--- src/rtl/pipe_ctrl_pkg.sv ---
// rtl/pipe_ctrl_pkg.sv - shared types and constants for the pipeline hazard controller
package pipe_ctrl_pkg;

    typedef enum logic {
        RUN     = 1'b0,
        MD_WAIT = 1'b1
    } state_e;

    localparam int CNT_W_DEFAULT = 16;

    // A load in EX feeding an operand the ID instruction actually reads; x0 never forwards.
    function automatic logic load_use(
        input logic       mem_read,
        input logic [4:0] rd,
        input logic [4:0] rs1,
        input logic       use_rs1,
        input logic [4:0] rs2,
        input logic       use_rs2
    );
        return mem_read && (rd != 5'd0) &&
               ((use_rs1 && (rs1 == rd)) || (use_rs2 && (rs2 == rd)));
    endfunction

endpackage

--- src/rtl/pipeline_hazard_ctrl_if.sv ---
// rtl/pipeline_hazard_ctrl_if.sv - ID/EX hazard inputs and pipeline control outputs
interface pipeline_hazard_ctrl_if;
    logic [4:0] rs1_id;
    logic [4:0] rs2_id;
    logic       useRs1_id;
    logic       useRs2_id;
    logic [4:0] rd_ex;
    logic       memRead_ex;
    logic       mdOp_ex;
    logic       md_done;
    logic       branchTaken_ex;

    logic       stall_pc;
    logic       stall_ifid;
    logic       stall_idex;
    logic       flush_ifid;
    logic       flush_idex;
    logic       bubble_exmem;
    logic       md_start;

    modport master (
        output rs1_id, rs2_id, useRs1_id, useRs2_id, rd_ex, memRead_ex,
               mdOp_ex, md_done, branchTaken_ex,
        input  stall_pc, stall_ifid, stall_idex, flush_ifid, flush_idex,
               bubble_exmem, md_start
    );

    modport slave (
        input  rs1_id, rs2_id, useRs1_id, useRs2_id, rd_ex, memRead_ex,
               mdOp_ex, md_done, branchTaken_ex,
        output stall_pc, stall_ifid, stall_idex, flush_ifid, flush_idex,
               bubble_exmem, md_start
    );
endinterface

--- src/rtl/sat_counter.sv ---
// rtl/sat_counter.sv - saturating event counter with synchronous active-low reset
module sat_counter #(
    parameter int W = 16
) (
    input  logic         clk,
    input  logic         rst_n,
    input  logic         inc,
    output logic [W-1:0] count
);

    logic [W-1:0] count_q;
    logic [W-1:0] count_d;

    always_comb begin
        count_d = count_q;
        if (inc && (count_q != {W{1'b1}})) begin
            count_d = count_q + {{(W-1){1'b0}}, 1'b1};
        end
    end

    always_ff @(posedge clk) begin
        if (!rst_n) begin
            count_q <= '0;
        end else begin
            count_q <= count_d;
        end
    end

    assign count = count_q;

endmodule

--- src/rtl/pipeline_hazard_ctrl.sv ---
// rtl/pipeline_hazard_ctrl.sv - stall/flush/bubble control for load-use, taken branch and mul/div
module pipeline_hazard_ctrl
    import pipe_ctrl_pkg::*;
#(
    parameter int CNT_W = CNT_W_DEFAULT
) (
    input  logic                 clk,
    input  logic                 rst_n,
    pipeline_hazard_ctrl_if.slave hz,
    output logic [CNT_W-1:0]     stall_cycles,
    output logic [CNT_W-1:0]     flush_count
);

    state_e state_q;
    state_e state_d;
    logic   luh;

    assign luh = load_use(hz.memRead_ex, hz.rd_ex, hz.rs1_id, hz.useRs1_id,
                          hz.rs2_id, hz.useRs2_id);

    always_comb begin
        state_d         = state_q;
        hz.stall_pc     = 1'b0;
        hz.stall_ifid   = 1'b0;
        hz.stall_idex   = 1'b0;
        hz.flush_ifid   = 1'b0;
        hz.flush_idex   = 1'b0;
        hz.bubble_exmem = 1'b0;
        hz.md_start     = 1'b0;

        if (!rst_n) begin
            state_d = RUN;
        end else begin
            unique case (state_q)
                RUN: begin
                    // Branch wins over everything: the ID/EX contents are wrong-path anyway.
                    if (hz.branchTaken_ex) begin
                        hz.flush_ifid = 1'b1;
                        hz.flush_idex = 1'b1;
                    end else if (hz.mdOp_ex) begin
                        hz.md_start     = 1'b1;
                        hz.stall_pc     = 1'b1;
                        hz.stall_ifid   = 1'b1;
                        hz.stall_idex   = 1'b1;
                        hz.bubble_exmem = 1'b1;
                        state_d         = MD_WAIT;
                    end else if (luh) begin
                        hz.stall_pc   = 1'b1;
                        hz.stall_ifid = 1'b1;
                        hz.flush_idex = 1'b1;
                    end
                end
                MD_WAIT: begin
                    // Holding until the result is valid; releasing in the done cycle lets it advance.
                    if (hz.md_done) begin
                        state_d = RUN;
                    end else begin
                        hz.stall_pc     = 1'b1;
                        hz.stall_ifid   = 1'b1;
                        hz.stall_idex   = 1'b1;
                        hz.bubble_exmem = 1'b1;
                    end
                end
                default: state_d = RUN;
            endcase
        end
    end

    always_ff @(posedge clk) begin
        if (!rst_n) begin
            state_q <= RUN;
        end else begin
            state_q <= state_d;
        end
    end

    sat_counter #(.W(CNT_W)) u_stall_cnt (
        .clk   (clk),
        .rst_n (rst_n),
        .inc   (hz.stall_pc),
        .count (stall_cycles)
    );

    sat_counter #(.W(CNT_W)) u_flush_cnt (
        .clk   (clk),
        .rst_n (rst_n),
        .inc   (hz.flush_ifid),
        .count (flush_count)
    );

endmodule

--- src/flat_wrapper.sv ---
// flat-port wrapper written by rule: the top's interface ports become plain ports
module pipeline_hazard_ctrl_flat import pipe_ctrl_pkg::*;
#(
    parameter int CNT_W = CNT_W_DEFAULT
)
  (clk, rst_n, stall_cycles, flush_count, hz_rs1_id, hz_rs2_id, hz_useRs1_id, hz_useRs2_id, hz_rd_ex, hz_memRead_ex, hz_mdOp_ex, hz_md_done, hz_branchTaken_ex, hz_stall_pc, hz_stall_ifid, hz_stall_idex, hz_flush_ifid, hz_flush_idex, hz_bubble_exmem, hz_md_start);
  pipeline_hazard_ctrl_if hz_i ();
  input  logic clk;
  input  logic rst_n;
  output logic [CNT_W-1:0] stall_cycles;
  output logic [CNT_W-1:0] flush_count;
  input wire logic [$bits(hz_i.rs1_id)-1:0] hz_rs1_id;
  input wire logic [$bits(hz_i.rs2_id)-1:0] hz_rs2_id;
  input wire logic [$bits(hz_i.useRs1_id)-1:0] hz_useRs1_id;
  input wire logic [$bits(hz_i.useRs2_id)-1:0] hz_useRs2_id;
  input wire logic [$bits(hz_i.rd_ex)-1:0] hz_rd_ex;
  input wire logic [$bits(hz_i.memRead_ex)-1:0] hz_memRead_ex;
  input wire logic [$bits(hz_i.mdOp_ex)-1:0] hz_mdOp_ex;
  input wire logic [$bits(hz_i.md_done)-1:0] hz_md_done;
  input wire logic [$bits(hz_i.branchTaken_ex)-1:0] hz_branchTaken_ex;
  output wire logic [$bits(hz_i.stall_pc)-1:0] hz_stall_pc;
  output wire logic [$bits(hz_i.stall_ifid)-1:0] hz_stall_ifid;
  output wire logic [$bits(hz_i.stall_idex)-1:0] hz_stall_idex;
  output wire logic [$bits(hz_i.flush_ifid)-1:0] hz_flush_ifid;
  output wire logic [$bits(hz_i.flush_idex)-1:0] hz_flush_idex;
  output wire logic [$bits(hz_i.bubble_exmem)-1:0] hz_bubble_exmem;
  output wire logic [$bits(hz_i.md_start)-1:0] hz_md_start;
  assign hz_i.rs1_id = hz_rs1_id;
  assign hz_i.rs2_id = hz_rs2_id;
  assign hz_i.useRs1_id = hz_useRs1_id;
  assign hz_i.useRs2_id = hz_useRs2_id;
  assign hz_i.rd_ex = hz_rd_ex;
  assign hz_i.memRead_ex = hz_memRead_ex;
  assign hz_i.mdOp_ex = hz_mdOp_ex;
  assign hz_i.md_done = hz_md_done;
  assign hz_i.branchTaken_ex = hz_branchTaken_ex;
  assign hz_stall_pc = hz_i.stall_pc;
  assign hz_stall_ifid = hz_i.stall_ifid;
  assign hz_stall_idex = hz_i.stall_idex;
  assign hz_flush_ifid = hz_i.flush_ifid;
  assign hz_flush_idex = hz_i.flush_idex;
  assign hz_bubble_exmem = hz_i.bubble_exmem;
  assign hz_md_start = hz_i.md_start;
  pipeline_hazard_ctrl #(.CNT_W(CNT_W)) u_core (.clk(clk), .rst_n(rst_n), .hz(hz_i), .stall_cycles(stall_cycles), .flush_count(flush_count));
endmodule
--- config.mk ---
export PLATFORM = sky130hd
export DESIGN_NAME = pipeline_hazard_ctrl_flat
export DESIGN_NICKNAME = d
export VERILOG_FILES = /design/src/rtl/pipe_ctrl_pkg.sv /design/src/rtl/pipeline_hazard_ctrl_if.sv /design/src/rtl/sat_counter.sv /design/src/rtl/pipeline_hazard_ctrl.sv /design/src/flat_wrapper.sv
export SDC_FILE = /design/constraint.sdc
export NUM_CORES = 1
export LEC_CHECK = 0
export BUFFER_PORTS_ARGS = -buffer_cell sky130_fd_sc_hd__buf_2
export CAP_MARGIN = 20
export CORE_AREA = 2 2 83 85
export CTS_CLUSTER_DIAMETER = 150
export DETAILED_ROUTE_END_ITERATION = 6
export DIE_AREA = 0 0 85 87
export GPL_TIMING_DRIVEN = 0
export PLACE_DENSITY = 0.56
export RECOVER_POWER = 50
export SETUP_SLACK_MARGIN = 0.1
export SYNTH_ARGS = -nofsm -noshare
export SYNTH_HDL_FRONTEND = slang
export SYNTH_HIERARCHICAL = 1
export SYNTH_SLANG_ARGS = --single-unit
--- constraint.sdc ---
create_clock -name clk -period 2.6 [get_ports clk]
set_clock_uncertainty 0.05 [all_clocks]
set_input_delay 0.52 -clock clk [delete_from_list [all_inputs] [get_ports clk]]
set_output_delay 0.52 -clock clk [all_outputs]
set_load 0.02 [all_outputs]
==> run_results.csv, run 1 <==
group,metric,value,unit
routing,firstDrtPassIters,4,
setup_path,rr_startpoint,"u_core/state_q",
timing,fin_crit,2.435,ns
global_routing,grt_max_degree,16,
hold_path,hp-class,"reg2reg",
finish,antennaDiodeCount,0,
timing,fmax,410.6,MHz
finish,drive_gt1_frac,0.1797,
power_and_ir_drop,irDropWorstVdd,0.0002221,V
global_routing,track_usage,0.1386,
routing,wl_per_cell,13.85,um
setup_path,crit_path_frequent_cell,"buf_6",
routing,viasPerCell,5.288,
yosys,syn-num-nets,250,
placement,dpl_worst_slack,-0.1644,ns
routing,drtIter0Drc,72,
clock_network,clk_pin_slew,0.07,ns
yosys,yosys_warnings,6,
global_routing,grt_pass1_vias,1784,
clock_network,clockRootBuffer,"clkbuf_8",
status,status,"complete, no violations",
timing,slew-limit-headroom,0.4806,
routing,postRouteAntennaNets,0,
setup_path,cp_num_buf_inv,3,
power_and_ir_drop,powerDensity,415.3,nW/um2
floorplanning,rows,30,
timing,setup_slack,0.1646,ns
routing,drc,0,
finish,final_nets,320,
setup_path,cp_top_family,"simple AND/OR/NAND/NOR gates",
hold_path,hold_start,"u_core/u_flush_cnt/count[9]",
clock_network,cts_max_level,2,
clock_network,hold_buffers,0,
setup_path,worstSetupStartpointType,"primary input",
global_routing,grt.overflow.total,0,
finish,final_util,0.3718,
finish,n_fill_cell,699,
yosys,synth_edf_count,0,
timing,slew_violations,0,
finish,syn_to_final_growth,27.67,%
routing,via_count,1983,
timing,holdWs,0.4650,ns
floorplanning,start_util,0.2912,
power_and_ir_drop,total_power,1014,uW
routing,wirelength,5194,um
setup_path,worstPathArrival,1.87,ns
setup_path,path_cells,"buf_2 -> or4_4 -> o21ai_2 -> nand4bb_4 -> o21bai_4 -> buf_6 -> buf_6",
clock_network,cts_made_buffers,5,
finish,seqCellArea,660.6,um2
setup_path,critPathCaptureType,"output pin",
floorplanning,core-area,6569,um2
timing,final-hold-violation-count,0,
yosys,synth.avg_cell_area,8.503,um2
finish,multiInputGateArea,1236,um2
power_and_ir_drop,p_leak,0.0008263,uW
floorplanning,dieWidth,85,um
clock_network,cts.sinks,33,
timing,rsz0062_at_grt,"yes",
floorplanning,fp.dieH,87,um
placement,gp_congestion,0.8068,
clock_network,cts_tree,"yes",
global_routing,grt_pass1_wl,8362,um
global_routing,antenna_found_initial,0,
yosys,ys_types,39,
setup_path,crit_type,"in2out",
yosys,ys_seq_area_frac,0.3453,
yosys,synthArstFlopShare,0,
clock_network,cts_max_path_buffers,2,
yosys,synthFlopType,"dfxtp_1",
placement,port_buffers,61,
setup_path,required,2.03,ns
placement,dp_hpwl,3705,um
floorplanning,dieArea,7395,um2
setup_path,cp-startpoint,"hz_rd_ex[4]",
clock_network,clkLatencyLatePin,0.28,ns
floorplanning,num_io_pins,62,
timing,worst_slew_pin_slew,0.7726,ns
setup_path,cpPeakStageDelay,0.53,ns
yosys,ys_ff_latch,33,
setup_path,cp_slowest_cell,"or4_4",
timing,finalCritPeriodShare,0.9367,
timing,report.final.setup_viol,0,
yosys,syn_inst,225,
run,cap_violations,0,
yosys,synth_area,1913,um2
setup_path,critical_path_peak_fanout,8,
==> final timing paths <==
kind                                  end  slack [ns]  cells past startpoint
max                           hz_stall_pc        0.16                      7
min           u_core/u_flush_cnt/count[9]        0.46                      2
max reg2reg  u_core/u_flush_cnt/count[13]        0.50                      5
min reg2reg   u_core/u_flush_cnt/count[9]        0.46                      2
==> flip-flops by register name (all words and copies together), names as in the netlist <==
register / count
u_core/u_flush_cnt/count: 16
u_core/u_stall_cnt/count: 16
u_core/state_q: 1
==> through the flow <==
step	area [um2]	setup TNS [ns]	cells
after floorplan	1917	0	225
after global placement	2322	-0.8748	366
after detailed placement	2322	-0.9300	366
after CTS	2416	0	373
after global routing	2442	0	375
final	2442	0	375
==> per-layer routing <==
layer	track usage	part of all wire	wire length (um)	vias up
li1	-	-	-	1000
met1	0.1693	0.46	2409	935
met2	0.2429	0.48	2481	44
met3	0.03697	0.052	272	4
met4	0.03319	0.0060	31	0
met5	0	0	0	-
==> where the power goes <==
| part | total, uW | switching (uW) | internal, uW | leakage, uW |
|---|---|---|---|---|
| registers | 514 | 4.47 | 509 | 0.000266 |
| logic | 105 | 59.8 | 45.1 | 0.000516 |
| clock network | 396 | 186 | 210 | 0.0000443 |
==> tightest hold or removal path, cell delays in order (launching register included) <==
cell and delay (ns):
dfxtp_1 0.34, o31ai_1 0.07, a21oi_1 0.05
==> cell usage after synthesis, types with 2 or more instances <==
library cell,n,area (um2)
o41ai_1,2,17.52
mux2i_1,7,70.07
nand4_1,6,37.54
clkbuf_1,2,7.510
nand2b_1,6,37.54
nand3_1,12,60.06
ha_1,2,25.02
nor4_2,2,25.02
o311ai_0,2,17.52
a21oi_1,18,90.09
xnor2_1,4,35.03
nor3b_1,2,15.01
buf_4,4,30.03
o21ai_0,8,40.04
nand3b_1,2,15.01
or3_4,2,22.52
nor4bb_1,2,20.02
and4_1,6,52.55
o211a_1,2,20.02
xor2_1,10,87.58
o211ai_1,2,15.01
dfxtp_1,33,660.6
inv_1,9,33.78
nor4_1,8,50.05
o31ai_1,10,75.07
nand2_1,21,78.83
nand4_4,2,42.54
or3_1,4,25.02
nor2_1,12,45.04
or4_1,11,82.58
nor3_1,4,20.02
==> cell type report <==
class                   instances  area share
clock buffers                   7     0.03535
multi-input cells             177      0.5061
inverters                       9     0.01383
flip-flops and latches         33      0.2705
repair buffers                 63      0.1163
plain buffers                   6     0.01691
well taps                      80     0.04098
==> timing repair <==
item | CTS | global route
setup buffers | 0 | 2
setup endpoints to repair | 1 | 7
pin swaps | 2 | 4
hold endpoints to repair | 0 | 0
gates resized for setup | 1 | 9
==> logic make-up after synthesis <==
logic type                 Yosys count  synth area share
buffers and inverters               15           0.03728
muxes                                7           0.03663
DFF                                 33            0.3453
adders and majority gates            2           0.01308
AOI/OAI and AO/OA                   48            0.1583
xor gates and xnor gates            14           0.06409
and+or+nand+nor                    106            0.3453
==> cell usage in the layout, fill, tap and decap left out, types with 4 or more instances in the layout <==
master,count
clkbuf_1,37
dfxtp_1,33
buf_2,26
nand2_1,21
a21oi_1,18
nor2_1,12
nand3_1,12
xor2_1,10
o31ai_1,10
or4_1,10
inv_1,9
o21ai_0,8
mux2i_1,7
clkbuf_8,6
nand2b_1,6
nand4_1,6
and4_1,6
nor4_1,6
buf_4,5
nor4_2,4
xnor2_1,4
nor3_1,4
or3_1,4
(Power assumes the default switching activity.)
==> inputs of run 2 (changes only) <==
--- a/config.mk
+++ b/config.mk
@@ -7,15 +7,14 @@
 export LEC_CHECK = 0
 export BUFFER_PORTS_ARGS = -buffer_cell sky130_fd_sc_hd__buf_2
 export CAP_MARGIN = 20
-export CORE_AREA = 2 2 83 85
+export CORE_AREA = 2 2 81 83
 export CTS_CLUSTER_DIAMETER = 150
 export DETAILED_ROUTE_END_ITERATION = 6
-export DIE_AREA = 0 0 85 87
+export DIE_AREA = 0 0 83 85
 export GPL_TIMING_DRIVEN = 0
 export PLACE_DENSITY = 0.56
 export RECOVER_POWER = 50
 export SETUP_SLACK_MARGIN = 0.1
 export SYNTH_ARGS = -nofsm -noshare
 export SYNTH_HDL_FRONTEND = slang
-export SYNTH_HIERARCHICAL = 1
 export SYNTH_SLANG_ARGS = --single-unit
==> run 2 against run 1 <==
  * First-iteration DRC count rose by 13%
  * Critical endpoint unchanged
  * Synthesized area fell by 5.9%
  * Wire length fell by 7.3%
  * Combinational power rose by 16%
  * Critical path type unchanged
  * Setup slack improved by 0.012 ns
  * Non-clock buffer count rose by 11
  * Final cell count fell by 1.9%
==> run_results.csv, run 2 <==
group,metric,value,unit
status,status,"complete, no violations",
hold_path,hold_depth,2,
run,cap_violations,0,
placement,dp_hpwl,3426,um
clock_network,cts.sinks,33,
routing,wl_per_cell,13.09,um
clock_network,cts_max_path_buffers,2,
yosys,synthTopCellsByArea,"dfxtp_1 (37%), xor2_1 (5.8%), a21oi_1 (3.6%)",
global_routing,track_usage,0.1376,
yosys,syn-num-nets,241,
clock_network,cts_made_buffers,5,
timing,finalCritPeriodShare,0.9322,
timing,slew-limit-headroom,0.5649,
yosys,synth_compound_area_frac,0.1508,
yosys,synth_top_family_by_area,"simple AND/OR/NAND/NOR gates",
timing,slew_violations,0,
yosys,synth-xor-area-share,0.09243,
setup_path,crit_type,"in2out",
setup_path,r2r_cells,8,
yosys,synthFlopType,"dfxtp_1",
finish,final_common_cell,"clkbuf_1",
hold_path,hp-class,"reg2reg",
placement,gp_congestion,0.7325,
setup_path,worstPathArrival,1.85,ns
global_routing,grt_pass1_vias,1748,
clock_network,clk_pin_slew,0.07,ns
timing,fmax,412.6,MHz
global_routing,grt_max_degree,11,
clock_network,clockRootBuffer,"clkbuf_8",
setup_path,worstSetupStartpointType,"primary input",
routing,wirelength,4817,um
power_and_ir_drop,powerDensity,438.9,nW/um2
yosys,synthMostInstantiatedCell,"dfxtp_1",
yosys,synth-simple-area-share,0.2940,
finish,final_nets,316,
power_and_ir_drop,p_leak,0.0008310,uW
finish,final_cell_mix,"clkbuf_1 (40), dfxtp_1 (33), buf_2 (25)",
yosys,ys_ff_latch,33,
routing,drtIter0Drc,81,
clock_network,cts_max_level,2,
yosys,yosys_warnings,0,
floorplanning,rows,29,
finish,final_area,2359,um2
floorplanning,num_io_pins,62,
yosys,synth.avg_cell_area,8.336,um2
setup_path,required,2.03,ns
yosys,synth_common_cells,"dfxtp_1 (33), nand2_1 (17), nor2_1 (15)",
hold_path,hold_start,"u_core.u_stall_cnt.count[5]",
global_routing,grt_pass1_wl,8004,um
routing,via_count,1875,
yosys,yosysTopAreaCell,"dfxtp_1",
timing,rsz0062_at_grt,"no",
floorplanning,core-area,6205,um2
timing,worst_slew_pin_slew,0.6442,ns
setup_path,critical_path_peak_fanout,4,
setup_path,critPathCaptureType,"output pin",
floorplanning,dieArea,7055,um2
timing,holdWs,0.4483,ns
yosys,ys_seq_area_frac,0.3669,
clock_network,cts_tree,"yes",
yosys,synthArstFlopShare,0,
global_routing,grt.overflow.total,0,
clock_network,hold_buffers,0,
global_routing,antenna_found_initial,0,
floorplanning,dieWidth,83,um
routing,viasPerCell,5.095,
setup_path,cp-startpoint,"hz_rd_ex[3]",
yosys,synth_edf_count,0,
routing,postRouteAntennaNets,0,
floorplanning,start_util,0.2902,
yosys,synthAdderAreaFrac,0.01390,
finish,syn_to_final_growth,30.99,%
clock_network,clkLatencyLatePin,0.28,ns
timing,report.final.setup_viol,0,
power_and_ir_drop,irDropWorstVdd,0.0001757,V
floorplanning,fp.dieH,85,um
finish,antennaDiodeCount,0,
routing,firstDrtPassIters,5,
finish,drive_gt1_frac,0.1821,
yosys,synth_area,1800,um2
routing,drc,0,
yosys,synthMuxAreaShare,0.03336,
placement,port_buffers,61,
timing,final-hold-violation-count,0,
setup_path,rr_startpoint,"u_core.u_stall_cnt.count[2]",
placement,place_area,2202,um2
yosys,ys_types,38,
yosys,syn_inst,216,
finish,final_util,0.3801,
timing,fin_crit,2.424,ns
yosys,synth_top_area_frac,0.3669,
-- run 2: cell types whose count changed in the layout (fill, tap and decap cells not counted), sizes merged, moves of 4 or more --
cell,before,now
clkbuf,43,47
a21oi,18,13
nor3,4,10
or4,11,6
and3,0,4
nor4,10,3
buf,33,40
nand2,21,17
o31ai,10,5
-- run 2: cells by family after synthesis --
family	Yosys count
compound gates	40
fa+ha+maj	2
buf+inv	19
mux	6
xor+xnor	19
simple gates	97
flops	33
-- run 2: path summary, 6_finish.rpt --
path                                 end  slack [ns]
max                          hz_stall_pc        0.18
min          u_core.u_stall_cnt.count[5]        0.45
max reg2reg  u_core.u_stall_cnt.count[0]        0.36
min reg2reg  u_core.u_stall_cnt.count[5]        0.45
-- run 2: metal layers --
metal	vias up	GRT usage	wire, um	share of wire
met4	0	0.06557	105	0.022
met5	-	0	0	0
met2	59	0.2317	2244	0.47
met3	9	0.02432	259	0.054
li1	950	-	-	-
met1	857	0.1712	2207	0.46
-- run 2: timing repair --
action,CTS,global route
setup endpoints to repair,2,3
gates resized for setup,15,4
gates cloned,0,0
pin swaps,4,6
setup buffers,6,2
-- run 2: where the power goes --
group,internal (uW),switching (uW),total (uW)
Sequential,510,6.15,516
Clock,210,187,397
Combinational,55.3,66.8,122
-- run 2: stage by stage --
stage          cells  setup slack, ns  total power (uW)  TNS (ns)
6_report         368           0.1763              1035         0
5_1_grt          368           0.1286              1076         0
4_1_cts          367          0.08839              1047         0
3_5_place_dp     354          -0.2955             630.3   -0.4730
3_3_place_gp     354          -0.3022             628.8   -0.4915
2_1_floorplan    216           0.1021             585.5         0
-- run 2: worst max-delay path: stages --
cell      delay (ns)
buf_8           0.10
or4_4           0.53
o21ai_4         0.14
a2111o_1        0.13
o21a_4          0.16
inv_6           0.04
buf_6           0.10
buf_6           0.12
-- run 2: layout make-up --
cell class              instances  area, um2
clock buffers                   7      86.33
well taps                      77      96.34
fillers                       666       3846
multi-input cells             164       1072
repair buffers                 69      354.1
flip-flops and latches         33      660.6
plain buffers                  11      57.56
inverters                       7      31.28
==> inputs of run 3 (changes only) <==
==> constraint.sdc (replaced) <==
create_clock -name clk -period 2.9 [get_ports clk]
set_clock_uncertainty 0.05 [all_clocks]
set_input_delay 0.58 -clock clk [delete_from_list [all_inputs] [get_ports clk]]
set_output_delay 0.58 -clock clk [all_outputs]
set_load 0.02 [all_outputs]
==> run 3 against run 2 <==
  * Sequential share of layout area up 1.0 points
  * Critical path type unchanged
  * Global-route usage down 0.23 points
  * Non-clock buffer count down 4
  * Highest routed layer unchanged
  * Clock power down 10%
  * Final cell count down 1.1%
  * Flip-flop and latch count unchanged
  * Largest power group unchanged
==> run_results.csv, run 3 (same netlist as run 2, synthesis figures left out) <==
group,metric,value,unit
run,cap_violations,0,
hold_path,hold_start,"u_core.u_stall_cnt.count[5]",
finish,final_util,0.3668,
status,status,"complete, no violations",
clock_network,cts_made_buffers,5,
timing,rsz0062_at_grt,"no",
power_and_ir_drop,irDropWorstVdd,0.0001560,V
placement,place_area,2202,um2
floorplanning,rows,29,
setup_path,r2r-end,"u_core.u_stall_cnt.count[1]",
global_routing,track_usage,0.1354,
power_and_ir_drop,powerDensity,401.8,nW/um2
setup_path,rr_startpoint,"u_core.u_stall_cnt.count[2]",
routing,wirelength,4693,um
finish,final_cell_mix,"clkbuf_1 (39), dfxtp_1 (33), buf_2 (31)",
finish,seqCellArea,660.6,um2
routing,postRouteAntennaNets,0,
setup_path,critical_path_peak_fanout,5,
floorplanning,dieArea,7055,um2
setup_path,critPathCaptureType,"output pin",
routing,drc,0,
hold_path,hp-class,"reg2reg",
timing,finalCritPeriodShare,0.9368,
floorplanning,start_util,0.2902,
placement,dp_hpwl,3426,um
setup_path,reg2reg_slack,0.65,ns
global_routing,grt_pass1_vias,1708,
floorplanning,dieWidth,83,um
clock_network,cts.sinks,33,
setup_path,worstPathArrival,2.09,ns
routing,wl_per_cell,12.89,um
global_routing,antenna_found_initial,0,
clock_network,clk_pin_slew,0.07,ns
setup_path,required,2.27,ns
finish,final_area,2276,um2
timing,slew_violations,0,
finish,antennaDiodeCount,0,
routing,viasPerCell,5.016,
placement,gp_congestion,0.7325,
clock_network,cts_tree,"yes",
floorplanning,core-area,6205,um2
routing,firstDrtPassIters,4,
timing,worst_slew_pin_slew,0.6442,ns
clock_network,clockRootBuffer,"clkbuf_8",
setup_path,r2r_cells,8,
finish,syn_to_final_growth,26.41,%
timing,report.final.setup_viol,0,
global_routing,grt_pass1_wl,7852,um
timing,fin_crit,2.717,ns
finish,multiInputGateArea,1055,um2
hold_path,hold_end,"u_core.u_stall_cnt.count[5]",
timing,final-hold-violation-count,0,
finish,final_common_cell,"clkbuf_1",
finish,drive_gt1_frac,0.1672,
clock_network,cts_max_level,2,
power_and_ir_drop,p_leak,0.0008032,uW
placement,port_buffers,61,
global_routing,grt.overflow.total,0,
routing,drtIter0Drc,76,
setup_path,crit_type,"in2out",
finish,final_nets,312,
clock_network,clkLatencyLatePin,0.28,ns
clock_network,cts_max_path_buffers,2,
timing,fmax,368.1,MHz
timing,slew-limit-headroom,0.5649,
routing,via_count,1826,
hold_path,hold_depth,2,
floorplanning,fp.dieH,85,um
finish,n_fill_cell,673,
floorplanning,num_io_pins,62,
setup_path,worstSetupStartpointType,"primary input",
timing,tns,0,ns
global_routing,grt_max_degree,11,
run 3: repair_timing:
item | CTS | global route
setup endpoints to repair | 2 | 1
gates resized for setup | 4 | 0
setup buffers | 2 | 1
endpoints found under the hold margin | 0 | 0
hold buffers | 0 | 0
pin swaps | 3 | 1
run 3: per-layer routing:
layer / share of wire / vias to the layer above / routed length [um] / track usage
li1: - / 939 / - / -
met4: 0.025 / 0 / 116 / 0.06557
met2: 0.46 / 50 / 2153 / 0.2243
met3: 0.043 / 12 / 204 / 0.02529
met5: 0 / - / 0 / 0
met1: 0.47 / 825 / 2220 / 0.1700
run 3: report_power, final:
part           total, uW  switching [uW]  internal [uW]
logic               95.6            55.2           40.4
registers            462            5.51            457
clock network        356             168            188
run 3: stage by stage:
stage,hold WS [ns],cells,power [uW],setup WS [ns]
2_1_floorplan,0.5047,216,524.9,0.2821
3_3_place_gp,0.4344,354,563.7,-0.1222
3_5_place_dp,0.4312,354,565.1,-0.1155
4_1_cts,0.4434,363,928.4,0.1027
5_1_grt,0.4894,364,951.4,0.1264
6_report,0.4526,364,914.4,0.1833
run 3: layout make-up:
class                           count  area share
Multi-Input combinational cell    164      0.4634
Sequential cell                    33      0.2903
Timing Repair Buffer               64      0.1259
Tap cell                           77     0.04233
Clock buffer                        7     0.03793
Buffer                             12     0.02859
Inverter                            7     0.01154
run 3: worst max-delay path by stage:
stage                            from          end  cells after the start
after CTS                 hz_rd_ex[0]  hz_stall_pc                      9
after floorplan           hz_rd_ex[0]  hz_stall_pc                      7
after global placement    hz_rd_ex[0]  hz_stall_pc                      9
final                     hz_rd_ex[0]  hz_stall_pc                      9
after detailed placement  hz_rd_ex[0]  hz_stall_pc                      9
after global routing      hz_rd_ex[0]  hz_stall_pc                      9
run 3: worst max-delay path, cell delays in order:
cell      delay, ns
buf_2          0.12
or4_1          0.53
o21ai_2        0.15
a2111o_1       0.12
o21a_4         0.14
buf_6          0.11
inv_2          0.06
buf_4          0.12
buf_2          0.15
